## src/rtl/cordic_polar.sv

```systemverilog
// Iterative vectoring CORDIC: converts the filtered (X, Y) pair into magnitude r_o and binary-angle phi_o.
// Optional macro CORDIC_GAIN_COMP_EN adds a SCALE state that removes the CORDIC gain from r_o.
module cordic_polar #(
  parameter int unsigned AXIS_TDATA_WIDTH = 32,
  parameter int unsigned ITER             = 24
) (
  input  logic                        clk_i,
  input  logic                        rstn_i,
  input  logic [AXIS_TDATA_WIDTH-1:0] x_i,
  input  logic [AXIS_TDATA_WIDTH-1:0] y_i,
  input  logic                        valid_i,
  output logic [AXIS_TDATA_WIDTH-1:0] r_o,
  output logic [AXIS_TDATA_WIDTH-1:0] phi_o,
  output logic                        valid_o,
  output logic                        busy_o,
  output logic                        ovr_o
);

  localparam int unsigned W  = AXIS_TDATA_WIDTH;
  localparam int unsigned IW = W + 2;
  localparam logic [4:0] LastIter = 5'(ITER - 1);

`ifdef CORDIC_GAIN_COMP_EN
  typedef enum logic [1:0] {StIdle, StRot, StScale, StDone} state_e;
`else
  typedef enum logic [1:0] {StIdle, StRot, StDone} state_e;
`endif

  state_e state_q, state_d;
  logic signed [IW-1:0] x_q, x_d, y_q, y_d, xs, ys, x_ext, y_ext;
  logic [W-1:0] z_q, z_d, r_q, r_d, phi_q, phi_d, atan_w, r_sat;
  logic [4:0] cnt_q, cnt_d;
  logic zero_q, zero_d, valid_q, valid_d, ovr_q, ovr_d;

  // atan(2^-i) in units of pi/2^31, rounded to nearest.
  function automatic logic [31:0] atan_rom(input logic [4:0] idx);
    case (idx)
      5'd0:  atan_rom = 32'h2000_0000;
      5'd1:  atan_rom = 32'h12E4_051E;
      5'd2:  atan_rom = 32'h09FB_385B;
      5'd3:  atan_rom = 32'h0511_11D4;
      5'd4:  atan_rom = 32'h028B_0D43;
      5'd5:  atan_rom = 32'h0145_D7E1;
      5'd6:  atan_rom = 32'h00A2_F61E;
      5'd7:  atan_rom = 32'h0051_7C55;
      5'd8:  atan_rom = 32'h0028_BE53;
      5'd9:  atan_rom = 32'h0014_5F2F;
      5'd10: atan_rom = 32'h000A_2F98;
      5'd11: atan_rom = 32'h0005_17CC;
      5'd12: atan_rom = 32'h0002_8BE6;
      5'd13: atan_rom = 32'h0001_45F3;
      5'd14: atan_rom = 32'h0000_A2FA;
      5'd15: atan_rom = 32'h0000_517D;
      5'd16: atan_rom = 32'h0000_28BE;
      5'd17: atan_rom = 32'h0000_145F;
      5'd18: atan_rom = 32'h0000_0A30;
      5'd19: atan_rom = 32'h0000_0518;
      5'd20: atan_rom = 32'h0000_028C;
      5'd21: atan_rom = 32'h0000_0146;
      5'd22: atan_rom = 32'h0000_00A3;
      5'd23: atan_rom = 32'h0000_0051;
      5'd24: atan_rom = 32'h0000_0029;
      5'd25: atan_rom = 32'h0000_0014;
      5'd26: atan_rom = 32'h0000_000A;
      5'd27: atan_rom = 32'h0000_0005;
      5'd28: atan_rom = 32'h0000_0003;
      5'd29: atan_rom = 32'h0000_0001;
      default: atan_rom = 32'h0000_0000;
    endcase
  endfunction

  assign x_ext  = {{2{x_i[W-1]}}, x_i};
  assign y_ext  = {{2{y_i[W-1]}}, y_i};
  assign xs     = x_q >>> cnt_q;
  assign ys     = y_q >>> cnt_q;
  assign atan_w = W'(atan_rom(cnt_q));

`ifdef CORDIC_GAIN_COMP_EN
  localparam logic signed [32:0] GainK = 33'sh0_4DBA_76D4;
  logic signed [IW+32:0] prod;
  assign prod = x_q * GainK + $signed((IW + 33)'(2 ** 30));
`endif

  always_comb begin
    if (x_q[IW-1]) begin
      r_sat = '0;
    end else if (|x_q[IW-2:W-1]) begin
      r_sat = {1'b0, {(W-1){1'b1}}};
    end else begin
      r_sat = x_q[W-1:0];
    end
  end

  always_comb begin
    state_d = state_q;
    x_d     = x_q;
    y_d     = y_q;
    z_d     = z_q;
    cnt_d   = cnt_q;
    zero_d  = zero_q;
    r_d     = r_q;
    phi_d   = phi_q;
    valid_d = 1'b0;
    // Requests outside IDLE are dropped but remembered.
    ovr_d   = ovr_q | (valid_i && (state_q != StIdle));
    unique case (state_q)
      StIdle: begin
        if (valid_i) begin
          // Fold the left half-plane onto the right so the rotations always converge.
          if (x_i[W-1]) begin
            x_d = -x_ext;
            y_d = -y_ext;
            z_d = W'(32'h8000_0000);
          end else begin
            x_d = x_ext;
            y_d = y_ext;
            z_d = '0;
          end
          zero_d  = (x_i == '0) && (y_i == '0);
          cnt_d   = '0;
          state_d = StRot;
        end
      end
      StRot: begin
        if (y_q[IW-1]) begin
          x_d = x_q - ys;
          y_d = y_q + xs;
          z_d = z_q - atan_w;
        end else begin
          x_d = x_q + ys;
          y_d = y_q - xs;
          z_d = z_q + atan_w;
        end
        cnt_d = cnt_q + 5'd1;
        if (cnt_q == LastIter) begin
`ifdef CORDIC_GAIN_COMP_EN
          state_d = StScale;
`else
          state_d = StDone;
`endif
        end
      end
`ifdef CORDIC_GAIN_COMP_EN
      StScale: begin
        x_d     = prod[IW+30:31];
        state_d = StDone;
      end
`endif
      StDone: begin
        r_d     = r_sat;
        phi_d   = zero_q ? '0 : z_q;
        valid_d = 1'b1;
        state_d = StIdle;
      end
      default: state_d = StIdle;
    endcase
  end

  always_ff @(posedge clk_i) begin
    if (!rstn_i) begin
      state_q <= StIdle;
      x_q     <= '0;
      y_q     <= '0;
      z_q     <= '0;
      cnt_q   <= '0;
      zero_q  <= 1'b0;
      r_q     <= '0;
      phi_q   <= '0;
      valid_q <= 1'b0;
      ovr_q   <= 1'b0;
    end else begin
      state_q <= state_d;
      x_q     <= x_d;
      y_q     <= y_d;
      z_q     <= z_d;
      cnt_q   <= cnt_d;
      zero_q  <= zero_d;
      r_q     <= r_d;
      phi_q   <= phi_d;
      valid_q <= valid_d;
      ovr_q   <= ovr_d;
    end
  end

  assign r_o     = r_q;
  assign phi_o   = phi_q;
  assign valid_o = valid_q;
  assign busy_o  = (state_q != StIdle) || valid_q;
  assign ovr_o   = ovr_q;

endmodule

```

## config.mk

```make
export PLATFORM = sky130hd
export DESIGN_NAME = cordic_polar
export DESIGN_NICKNAME = d
export VERILOG_FILES = /design/src/rtl/cordic_polar.sv
export SDC_FILE = /design/constraint.sdc
export NUM_CORES = 1
export LEC_CHECK = 0
export ABC_AREA = 0
export BUFFER_PORTS_ARGS = -buffer_cell sky130_fd_sc_hd__buf_2
export CORE_ASPECT_RATIO = 0.8
export CORE_MARGIN = 1.5
export CORE_UTILIZATION = 57
export DETAILED_ROUTE_END_ITERATION = 16
export PLACE_DENSITY = 0.83
export SKIP_CTS_REPAIR_TIMING = 1
export SLEW_MARGIN = 20
export SYNTH_ARGS = -nofsm -noshare
export SYNTH_HDL_FRONTEND = slang
export SYNTH_SLANG_ARGS = --single-unit
```

## constraint.sdc

```tcl
create_clock -name clk_i -period 6.5 [get_ports clk_i]
set_input_delay 0.325 -clock clk_i [delete_from_list [all_inputs] [get_ports clk_i]]
set_output_delay 0.325 -clock clk_i [all_outputs]
set_load 0.02 [all_outputs]
```

Word-level counts from Yosys, hierarchy flattened
Memories as Yosys holds them, arrays and structs flattened. A register that Yosys moved wholly into a read port is not among the register bits.
Index checks and enable logic that the tools add are counted.
{"block": "word_totals", "mem_bits_ro": 960, "out_inout_bits": 67, "elab_cells": 63, "memories": 1, "reg_bits": 174}
{"block": "op_classes", "shift": 2, "n_reduce_logical": 12, "add_sub_neg": 9, "n_eq_ne": 5, "n_mux": 23, "n_bitwise": 1}
{"memory": "(name not given)", "words": 32, "width": 30, "rd": 1, "rd_ports_with_merged_regs": 1, "write_ports": 0, "line": "37", "rtl": "case (idx)"}
{"cell": "$mux 34", "n": 6}
{"cell": "$mux 32", "n": 6}
{"cell": "$pmux 34 s2", "n": 2}
{"cell": "$add 34x34->34", "n": 2}
{"cell": "$neg 32->34", "n": 2}
{"cell": "$sshr 34x5->34", "n": 2}
{"cell": "$sub 34x34->34", "n": 2}
{"cell": "$logic_not 32->1", "n": 2}
{"cell": "$pmux 32 s2", "n": 1}
{"cell": "$add 32x32->32", "n": 1}
{"cell": "$sub 32x32->32", "n": 1}
{"cell": "$mux 5", "n": 3}
{"cell": "$pmux 5 s2", "n": 1}
{"cell": "$reduce_and 2->1", "n": 3}
{"cell": "$add 5x1->5 const B", "n": 1}
{"cell": "$eq 5x5->1 const B", "n": 1}
{"cell": "$mux 2", "n": 2}
{"cell": "$ne 2x2->1 const B", "n": 2}
{"cell": "$pmux 2 s2", "n": 1}
{"cell": "$reduce_bool 2->1", "n": 2}
{"cell": "$eq 2x1->1 const B", "n": 1}
{"cell": "$eq 2x2->1 const B", "n": 1}
{"cell": "$logic_and 1x1->1", "n": 2}
{"cell": "$logic_not 2->1", "n": 1}
{"cell": "other kinds (4)", "n": 4}

Depth between registers and ports, before layout
{"block": "logic_depth", "ltp_word": 5, "ltp_mapped": 30, "mapped_depth_nobuf": 25}

Worst setup path before layout
No wires, ideal clock.
{"block": "synth_path", "path_type": "reg2reg", "start": "register cnt_q[4]", "end": "register x_q[30]", "stages_incl_launch_ff": 31, "slack_ns": 0.466, "setup_ns": 0.132, "arrival_time_ns": 5.902, "path_cell_list": "dfxtp_1 buf_2 buf_2 buf_2 buf_2 buf_2 buf_1 clkbuf_1 buf_1 nor2_1 a21oi_1 ha_1 a21boi_0 nand4_1 nand4b_1 nor2_1 nand2_1 nor2_1 nand2_1 nand3_1 ha_1 a21o_1 a21oi_1 nand3_1 a21o_1 a221oi_1 a21oi_1 a211o_1 a21oi_1 xor2_1 o22ai_1"}
{"block": "synth_via", "elab_chain_len": 4}
{"element": "start: declaration", "line": "32", "rtl": "logic [4:0] cnt_q, cnt_d;"}
{"element": "start signal: assignment", "line": "176", "rtl": "cnt_q <= cnt_d;"}
{"element": "$sshr 34x5->34 (*)", "line": "75", "rtl": "assign ys = y_q >>> cnt_q;"}
{"element": "$add 34x34->34 / $sub 34x34->34 (equally long branches)", "line": "130, 126"}
{"element": "$mux 34 (*)", "line": "125", "rtl": "if (y_q[IW-1]) begin"}
{"element": "$pmux 34 s2 (*)", "line": "106", "rtl": "unique case (state_q)"}
{"element": "end signal: assignment", "line": "162", "rtl": "x_q <= '0;"}
{"element": "end signal: assignment", "line": "173", "rtl": "x_q <= x_d;"}
{"element": "end: declaration", "line": "30", "rtl": "logic signed [IW-1:0] x_q, x_d, y_q, y_d, xs, ys, x_ext, y_ext;"}
Every way passes the cells marked *; elsewhere a longest branch is shown, timed or not.
A chain may end at the register's enable or synchronous reset.

Worst setup path after layout
{"block": "layout_path", "start": "register cnt_q[2]", "end": "register x_q[28]"}
Same word-level chain as after synthesis.

==> key figures <==
Logic synthesis
  • Most used flip-flop cell after synthesis: sky130_fd_sc_hd__dfxtp_1
  • Main area contributors after synthesis: sky130_fd_sc_hd__dfxtp_1 19%, sky130_fd_sc_hd__mux4_2 9.7%, sky130_fd_sc_hd__ha_1 6.6%
  • Netlist area before placement: 21000 sq um
  • Number of synthesized flops with an enable pin: 0
  • Top cell type by total area after synthesis: sky130_fd_sc_hd__dfxtp_1
  • Flops & latches, synth: 204
  • Gate count of the mapped netlist: 2658
  • Syn Nets: 2839
  • Async S/R FF share, synth: 0%
  • Number of distinct library cells after synthesis: 91
  • Register area share after synthesis: 19.4%
  • Synth top area share: 19.4%
  • Mean post-synth cell area: 7.91 sq um
  • Synthesis Warnings: 0

Floorplan
  • Initial core utilization: 58.2%
  • Floorplan row count: 62
  • Die extent in x: 218 um
  • Area of the placeable core: 36100 sq um
  • Vert. Die Dim: 175 um
  • Number of top-level pins: 134
  • Die outline area: 38100 sq um

Status
  • Status: completed

Global routing
  • Global router's overall resource usage: 42.0%
  • Aggregate global routing overflow: 0
  • Vias in the first global route: 21400
  • Maximum number of pins on one net before global-route repair: 76
  • First-pass GRT wire length: 124 mm
  • Antenna violations before repair: 6

Power and ir drop
  • Static leakage: 0.00947 uW
  • Worst IR drop on VDD: 266 uV
  • Pwr/cell area: 348 nW/um^2

Timing
  • Fin Clk Skew: 19.0 ps
  • Final clock period utilization by the worst path: 97.2%
  • Post-Route Hold Slack: 131 ps
  • Peak clock frequency supported by timing: 158 MHz
  • Hold Vio Cnt, Final: 0
  • Minimum clock period after layout: 6320 ps
  • Actual transition at the worst max-transition pin: 1170 ps
  • Fin. max-slew vios: 0
  • Relative max-transition margin: 21.2%
  • Worst setup slack after layout: 185 ps
  • Unrepaired setup endpoints after global routing: no
  • Final setup vio count: 0

Clock tree
  • # H-tree levels: 1
  • Clock tree from TritonCTS: done
  • Inserted Clock Buffers: 22
  • Clock root buffer master: sky130_fd_sc_hd__clkbuf_16
  • Maximum clock path buffer count: 3
  • Num Clock Sinks: 204
  • Clock latency at the later pin of the worst-skew pair: 540 ps
  • Clock slew at the register clock pins of the worst setup and hold paths: 70 ps

Drt
  • Post-route ant nets: 0
  • Routed vias: 22700
  • Total wirelength of the detailed-routed design: 82.4 mm
  • DRC violations left: 0
  • Wire length on met1: 33.8 mm
  • Vias per std cell: 6.99
  • Post-detailed-route wirelength per cell: 25.4 um
  • DR WL met3: 11.5 mm
  • 1st-iter DRT viols: 3053
  • First-pass iteration count of the detailed router: 6
  • Highest routing layer actually used: met5
  • Met2 Routed Length: 34.2 mm

Final layout
  • Area delta synth->final: 10.8%
  • Share of cells above drive strength 1: 17.0%
  • Final net count: 2934
  • Fin util: 64.4%

Setup path
  • Worst setup path category: reg2reg
  • Arrival time worst endpoint: 6700 ps
  • Crit path capture type: register
  • Required @ worst endpoint: 6890 ps
  • Sort of element at the start of the critical path: register
  • Max FO, Critical Path: 32

Placement
  • Final HPWL from detailed placement: 62.1 mm
  • Worst slack, placed: -12.0 ps
  • Placer Congestion: 1.05
  • PortBufs: 133

Hold path
  • Type of the most critical hold path: in2reg

Run
  • Max-cap violations: 0
==> power breakdown <==
part / leakage (uW) / total (uW) / internal, uW / switching, uW
Sequential: 0.00167 / 1810 / 1400 / 412
Clock: 0.000329 / 1250 / 704 / 549
Combinational: 0.00747 / 5040 / 2180 / 2860
==> worst max-delay path, cell delays in order (launching register included) <==
cell                       delay [ps]
sky130_fd_sc_hd__dfxtp_4          480
sky130_fd_sc_hd__buf_4            270
sky130_fd_sc_hd__nor2_1           380
sky130_fd_sc_hd__mux2i_1          330
sky130_fd_sc_hd__mux2i_1          260
sky130_fd_sc_hd__mux2_2           420
sky130_fd_sc_hd__nor4b_4          370
sky130_fd_sc_hd__nand4b_1         210
sky130_fd_sc_hd__or3_1            380
sky130_fd_sc_hd__and3_1           180
sky130_fd_sc_hd__a21oi_1          110
sky130_fd_sc_hd__o32ai_1          110
sky130_fd_sc_hd__ha_1             330
sky130_fd_sc_hd__a21o_1           180
sky130_fd_sc_hd__a21o_1           180
sky130_fd_sc_hd__a21oi_2          240
sky130_fd_sc_hd__nand3_1          100
sky130_fd_sc_hd__a21o_1           200
sky130_fd_sc_hd__a221oi_1         320
sky130_fd_sc_hd__buf_4            190
sky130_fd_sc_hd__a21oi_1          110
sky130_fd_sc_hd__buf_4            160
sky130_fd_sc_hd__a21o_1           180
sky130_fd_sc_hd__a21oi_1          170
sky130_fd_sc_hd__xor2_1           160
sky130_fd_sc_hd__a21oi_1           90
==> stage by stage <==
step / setup TNS, ps / cells / power [uW] / instance area [sq um]
after floorplan: 0 / 2658 / 5230 / 21000
after global placement: 0 / 3207 / 6480 / 22500
after detailed placement: -23.1 / 3207 / 6610 / 22500
after CTS: -310 / 3242 / 7890 / 23200
after global routing: 0 / 3247 / 8540 / 23300
final: 0 / 3247 / 8100 / 23300
==> cells in the mapped netlist, drive strengths merged, types with 28 or more instances <==
library cell    n
mux4           91
a21oi         269
o211ai         28
a21o           65
xor2          100
inv            51
nor3           79
a22o           33
nor2          286
clkbuf        121
o21ai         140
a211oi         43
ha            111
nand2         220
nand2b         28
nand3          57
nor2b          29
dfxtp         204
xnor2         123
buf            72
a31oi          46
mux2i          64
==> metal layers <==
metal  GRT usage (%)  vias up
li1                -    10100
met1            58.2    10900
met2            61.2     1502
met3            13.8      222
met4            14.4        2
met5               0        -
==> final cells by class <==
class | instances | area [sq um]
repair buffers | 265 | 1730
flip-flops and latches | 204 | 4110
diodes | 3 | 7.51
clock inverters | 6 | 61.3
multi-input cells | 2205 | 16000
well taps | 480 | 601
fillers | 3174 | 12900
clock buffers | 29 | 618
inverters | 55 | 210
==> placed cells by master, fill, tap and decap left out, drive strengths merged, types with 43 or more instances in the layout <==
master / instances
nor2: 286
dfxtp: 204
o21ai: 140
mux2i: 64
a21o: 65
a31oi: 46
nand2: 220
nor3: 79
inv: 51
a211oi: 43
nand3: 57
a21oi: 269
ha: 111
xnor2: 123
mux4: 91
buf: 265
xor2: 100
==> cells by family after synthesis <==
group | count (synthesis) | share of synthesized area, %
AO/OA/AOI/OAI | 850 | 26.4
XOR/XNOR | 223 | 9.32
adder cells (fa/ha/maj) | 114 | 6.89
buffers and inverters | 249 | 5.09
flip-flops | 204 | 19.4
multiplexers | 180 | 14.2
AND/OR/NAND/NOR | 838 | 18.7
==> flip-flops by register name, summed over array words and instances, names as in the netlist <==
| signal | flops |
|---|---|
| x_q | 34 |
| y_q | 34 |
| phi_o | 32 |
| r_o | 32 |
| z_q | 32 |
| atan_w | 30 |
| cnt_q | 5 |
| state_q | 2 |
| ovr_o | 1 |
| valid_o | 1 |
| zero_q | 1 |
==> final timing paths <==
| path | slack (ps) | depth (start not counted) | end | startpoint |
|---|---|---|---|---|
| worst max register to register | 180 | 25 | x_q[28] | cnt_q[2] |
| worst min-delay path | 130 | 3 | ovr_o | valid_i |
| worst min register to register | 460 | 2 | ovr_o | ovr_o |
| worst max-delay path | 180 | 25 | x_q[28] | cnt_q[2] |
No activity file was read; power rests on OpenSTA's default activity.
